--- src/rtl/if_fetch_buffer.sv ---
// Instruction-fetch stage: issues PC fetches to instruction memory over a
// req/ack handshake and queues {pc,instr} pairs for the decode stage.
module if_fetch_buffer #(
  parameter int unsigned DEPTH = 2,
  parameter int unsigned AW    = 32,
  parameter int unsigned DW    = 32
) (
  input  logic                       clk_i,
  input  logic                       rst_i,
  input  logic                       start_i,
  input  logic [AW-1:0]              pc_i,
  output logic                       pc_stall_o,
  input  logic                       flush_i,
  output logic                       imem_req_o,
  output logic [AW-1:0]              imem_addr_o,
  input  logic                       imem_ack_i,
  input  logic [DW-1:0]              imem_data_i,
  output logic                       id_valid_o,
  output logic [AW-1:0]              id_pc_o,
  output logic [DW-1:0]              id_instr_o,
  input  logic                       id_ready_i,
  output logic [$clog2(DEPTH):0]     count_o
);

  localparam int unsigned PW = $clog2(DEPTH);
  localparam int unsigned CW = PW + 1;

  typedef enum logic [1:0] {
    ST_IDLE  = 2'd0,
    ST_REQ   = 2'd1,
    ST_DRAIN = 2'd2
  } state_t;

  state_t          r_state;
  logic [AW-1:0]   r_addr;
  logic [CW-1:0]   r_count;
  logic [PW-1:0]   r_wr_ptr;
  logic [PW-1:0]   r_rd_ptr;
  logic [AW-1:0]   r_pc_mem    [DEPTH];
  logic [DW-1:0]   r_instr_mem [DEPTH];

  logic            w_kill;
  logic            w_issue;
  logic            w_accept;
  logic            w_push;
  logic            w_pop;

  // Handshake, accept and PC-stall decode from current state and inputs
  always_comb begin
    w_kill      = flush_i | ~start_i;
    w_issue     = (r_state == ST_IDLE) & start_i & ~flush_i & (r_count < CW'(DEPTH));
    imem_req_o  = w_issue | (r_state == ST_REQ) | (r_state == ST_DRAIN);
    imem_addr_o = (r_state == ST_IDLE) ? pc_i : r_addr;
    w_accept    = imem_req_o & imem_ack_i & (r_state != ST_DRAIN) & ~w_kill;
    pc_stall_o  = ~w_kill & ~w_accept;
    w_push      = w_accept;
    w_pop       = id_valid_o & id_ready_i & ~w_kill;
  end

  // Request FSM: one outstanding fetch; a killed fetch is drained until its ack
  always_ff @(posedge clk_i or negedge rst_i) begin
    if (!rst_i) begin
      r_state <= ST_IDLE;
      r_addr  <= '0;
    end else begin
      case (r_state)
        ST_IDLE: begin
          if (w_issue) begin
            r_addr <= pc_i;
            if (!imem_ack_i) r_state <= ST_REQ;
          end
        end
        ST_REQ: begin
          if (imem_ack_i)  r_state <= ST_IDLE;
          else if (w_kill) r_state <= ST_DRAIN;
        end
        ST_DRAIN: begin
          if (imem_ack_i) r_state <= ST_IDLE;
        end
        default: r_state <= ST_IDLE;
      endcase
    end
  end

  // FIFO occupancy and pointers; kill empties the queue
  always_ff @(posedge clk_i or negedge rst_i) begin
    if (!rst_i) begin
      r_count  <= '0;
      r_wr_ptr <= '0;
      r_rd_ptr <= '0;
    end else if (w_kill) begin
      r_count  <= '0;
      r_wr_ptr <= '0;
      r_rd_ptr <= '0;
    end else begin
      if (w_push) r_wr_ptr <= r_wr_ptr + PW'(1);
      if (w_pop)  r_rd_ptr <= r_rd_ptr + PW'(1);
      if (w_push && !w_pop)      r_count <= r_count + CW'(1);
      else if (!w_push && w_pop) r_count <= r_count - CW'(1);
    end
  end

  // FIFO storage, written with the fetched address and returned instruction
  always_ff @(posedge clk_i or negedge rst_i) begin
    if (!rst_i) begin
      for (int i = 0; i < int'(DEPTH); i++) begin
        r_pc_mem[i]    <= '0;
        r_instr_mem[i] <= '0;
      end
    end else if (w_push) begin
      r_pc_mem[r_wr_ptr]    <= imem_addr_o;
      r_instr_mem[r_wr_ptr] <= imem_data_i;
    end
  end

  assign id_valid_o = (r_count != '0);
  assign id_pc_o    = r_pc_mem[r_rd_ptr];
  assign id_instr_o = r_instr_mem[r_rd_ptr];
  assign count_o    = r_count;

endmodule

--- config.mk ---
export PLATFORM = sky130hd
export DESIGN_NAME = if_fetch_buffer
export DESIGN_NICKNAME = d
export VERILOG_FILES = /design/src/rtl/if_fetch_buffer.sv
export SDC_FILE = /design/constraint.sdc
export NUM_CORES = 1
export LEC_CHECK = 0
export ABC_AREA = 1
export BUFFER_PORTS_ARGS = -buffer_cell sky130_fd_sc_hd__buf_2
export CAP_MARGIN = 10
export CORE_ASPECT_RATIO = 1.2
export CORE_MARGIN = 3
export CORE_UTILIZATION = 58
export CTS_CLUSTER_DIAMETER = 40
export DETAILED_ROUTE_END_ITERATION = 7
export PLACE_DENSITY = 0.85
export SLEW_MARGIN = 20
export SYNTH_ARGS = -nofsm -noshare
export SYNTH_HDL_FRONTEND = slang
export SYNTH_SLANG_ARGS = --single-unit
--- constraint.sdc ---
create_clock -name clk_i -period 3.6 [get_ports clk_i]
set_clock_uncertainty 0.15 [all_clocks]
set_input_delay 0.54 -clock clk_i [delete_from_list [all_inputs] [get_ports clk_i]]
set_output_delay 0.54 -clock clk_i [all_outputs]
set_load 0.05 [all_outputs]
==> results.md <==
* CP Class: register to primary output
* Gpl congestion at between 0.7 and 0.8
* # clock sinks at around 170
* Grt ovf at 0
* CP delay by family, top: buffers and inverters
* Initial antenna violation count at 0
* Layout cells sized above 1 at between 20% and 30%
* Post-synth EDFFs at 0
* Max_cap viols at 0
* Transition time of the tightest slew-check pin at approximately 1.0 ns
* FF-to-FF End: r_instr_mem[39]
* Slew Viols, Final at 0
* Top-area cell type share of the netlist area at between 50 and 60%
* Status: finished clean
* DRT iter0 DRCs at roughly 550
* Post-synthesis mux area share at 0%
* Critical Path Start: r_state[0]
* R2r startpoint: r_state[0]
* Final period util at around 80%
* Maximum root-to-sink buffer count at 2
* Final wirelength at between 15 and 20 mm
* Clock transition at path regs at roughly 0.07 ns
* Die Ht at roughly 130 um
* Area Overhead vs Synth at 21.2%
* Syn Area/Cell at roughly 8 um^2
* Hold Crit Depth at 2
* R2R depth at 9
* Critical Path RT at between 2 and 3 ns
* TritonCTS clock tree: yes
* Die area at between 10000 and 15000 um^2
* Wire per inst at approximately 14 um
* Largest family of logic cells by synthesized area: simple AND/OR/NAND/NOR gates
* Post-DRT Antenna Nets at 0
* GRT Total Usage at 25.5%
* XOR/XNOR share of the synthesized area at 0%
* Leading area contributor after synthesis: dfrtp_1
* CORE AREA at between 10000 and 15000 um^2
* Number of antenna diodes at 0
* Slew HR at between 30% and 40%
* Syn_nets at about 1000
* #FFs+latches synth at 166
* Drc violations at 0
* Vias in the first global route at 6178
* Largest net degree at the start of global routing at 84
* Startpoint types: register
* Die X at roughly 110 um
* Setup TNS at 0 ns
* WHS Endpoint: r_state[1]
* Leakage at between 0.004 and 0.005 uW
* Main synth FF type: dfrtp_1
* First-pass iteration count of the detailed router at 7
* Crit-path cells: nor2_4 -> buf_4 -> nor2_1 -> a21oi_1 -> buf_2
* Hold Startpoint: imem_ack_i
* H-tree depth at 4
* Vias after detailed routing at between 6000 and 7000
* I/O Pins at 171
* Hold crit path type: input port to register
* Post-CTS setup buffer count at 0
* Most frequent cell after synthesis: nand2_1
* Critical path arrival at ~2.3 ns
* Final core utilization at 73.0%
* Post-synthesis sequential area ratio at ~56%
* Nets@finish at about 1200
* Hold-fix buffers, CTS at 1
* Asr flop ratio synth at 100%
* Rows at 44
* Unrepaired setup endpoints after global routing: false
* Post-CTS sizing at 0
* Initial Util at between 60% and 70%
* Total CTS buffers at 17
* Top cells by count, synth: nand2_1 (365), dfrtp_1 (166), inv_1 (107)
* Post-Syn Instances at 944
* Port bufs at between 150 and 200
* Warnings from Yosys at 0
* CP endpoint kind: primary output
* Worst skew pair latency at approximately 0.42 ns
* Power per cell area at roughly 760 nW/um^2
* IR drop worst, VDD at around 0.48 mV
* Simple-gate share of the synthesized area at between 20% and 30%
* R2R setup slack at between 1 and 1.5 ns
* Fin. Hold Viols at 0
* Root buffer cell: clkbuf_16
* Cell Area, Synth at approximately 7400 um^2
* Final HPWL from detailed placement at between 10 and 15 mm
* Synth unique cells at 21
* Max Clk Rate at ~0.34 GHz
* Synth area leaders: dfrtp_1 (56%), nand2_1 (18%), o21ai_0 (6.0%)
* Min Tclk post-route at 2.96 ns
* Adder-Cell Fraction of Synth Area at 0%
* CP max stage cell: buf_4
* Largest stage delay, worst path at ~0.53 ns
* Final setup vio count at 0
* Vias per inst at between 5 and 6
* First-pass GRT wire length at roughly 29 mm
* CP bufs+invs at 2
* Crit-path max FO at 64
* Compound-cell area share of the yosys netlist at between 10% and 20%
cells by family (layout without fill, tap and decap cells):
logic type / count (synthesis) / in the layout
flops: 166 / 166
compound gates: 196 / 196
buf+inv: 164 / 321
simple gates: 418 / 418
state kept, by name (all words and copies together) (netlist names):
register	cells
r_state	2
r_pc_mem	64
r_addr	32
r_wr_ptr	1
r_rd_ptr	1
count_o	2
r_instr_mem	64
layout make-up:
| cell class | count | area (um^2) |
|---|---|---|
| Clock buffer | 19 | 453 |
| Clock inverter | 13 | 194 |
| Fill cell | 965 | 3330 |
| Inverter | 109 | 410 |
| Multi-Input combinational cell | 614 | 2610 |
| Sequential cell | 166 | 4160 |
| Tap cell | 161 | 201 |
| Timing Repair Buffer | 180 | 972 |
power breakdown:
part | switching [uW] | internal, uW
Combinational | 1870 | 551
Sequential | 204 | 2300
Clock | 740 | 1210
Total | 2820 | 4060
how the worst max path moves through the flow:
stage	endpoint	slack (ns)	depth (start not counted)
after detailed placement	r_instr_mem[9]	1.10	10
final	imem_addr_o[10]	0.64	5
after CTS	imem_addr_o[10]	0.64	5
after global routing	imem_addr_o[5]	0.49	5
after global placement	imem_addr_o[10]	1.17	5
after floorplan	pc_stall_o	1.05	4
placed cells by master (no fill, tap or decap), types with 2 or more instances in the layout:
cell type,Yosys,final
a21oi_1,33,33
buf_12,0,3
buf_2,16,169
buf_4,4,6
bufinv_16,0,4
clkbuf_16,0,17
clkbuf_8,0,2
clkinv_2,0,2
clkinv_4,0,4
dfrtp_1,166,165
inv_1,107,107
inv_6,0,3
nand2_1,365,365
nand3_1,4,4
nand3_2,2,2
nor2_1,42,41
nor2_4,2,4
o21ai_0,89,89
o21ai_1,72,72
metal layers:
layer	up-vias	global-route usage [%]	share of wire (%)
li1	3202	-	-
met1	3113	32.9	41
met2	208	42.4	51
met3	29	5.99	5.9
met4	0	9.17	2.0
met5	-	0	0
metrics by stage:
stage / instance area [um^2] / total power, uW / hold slack, ns / instances / worst slack, ns
6_report: 9000 / 6880 / 0.179 / 1262 / 0.640
5_1_grt: 9000 / 7220 / 0.169 / 1262 / 0.490
4_1_cts: 9000 / 6910 / 0.167 / 1262 / 0.644
3_5_place_dp: 8340 / 4950 / 0.309 / 1229 / 1.10
3_3_place_gp: 8340 / 4890 / 0.305 / 1229 / 1.17
2_1_floorplan: 7430 / 4340 / 0.0944 / 944 / 1.05
Note: power is estimated with default switching activity, not from simulation.
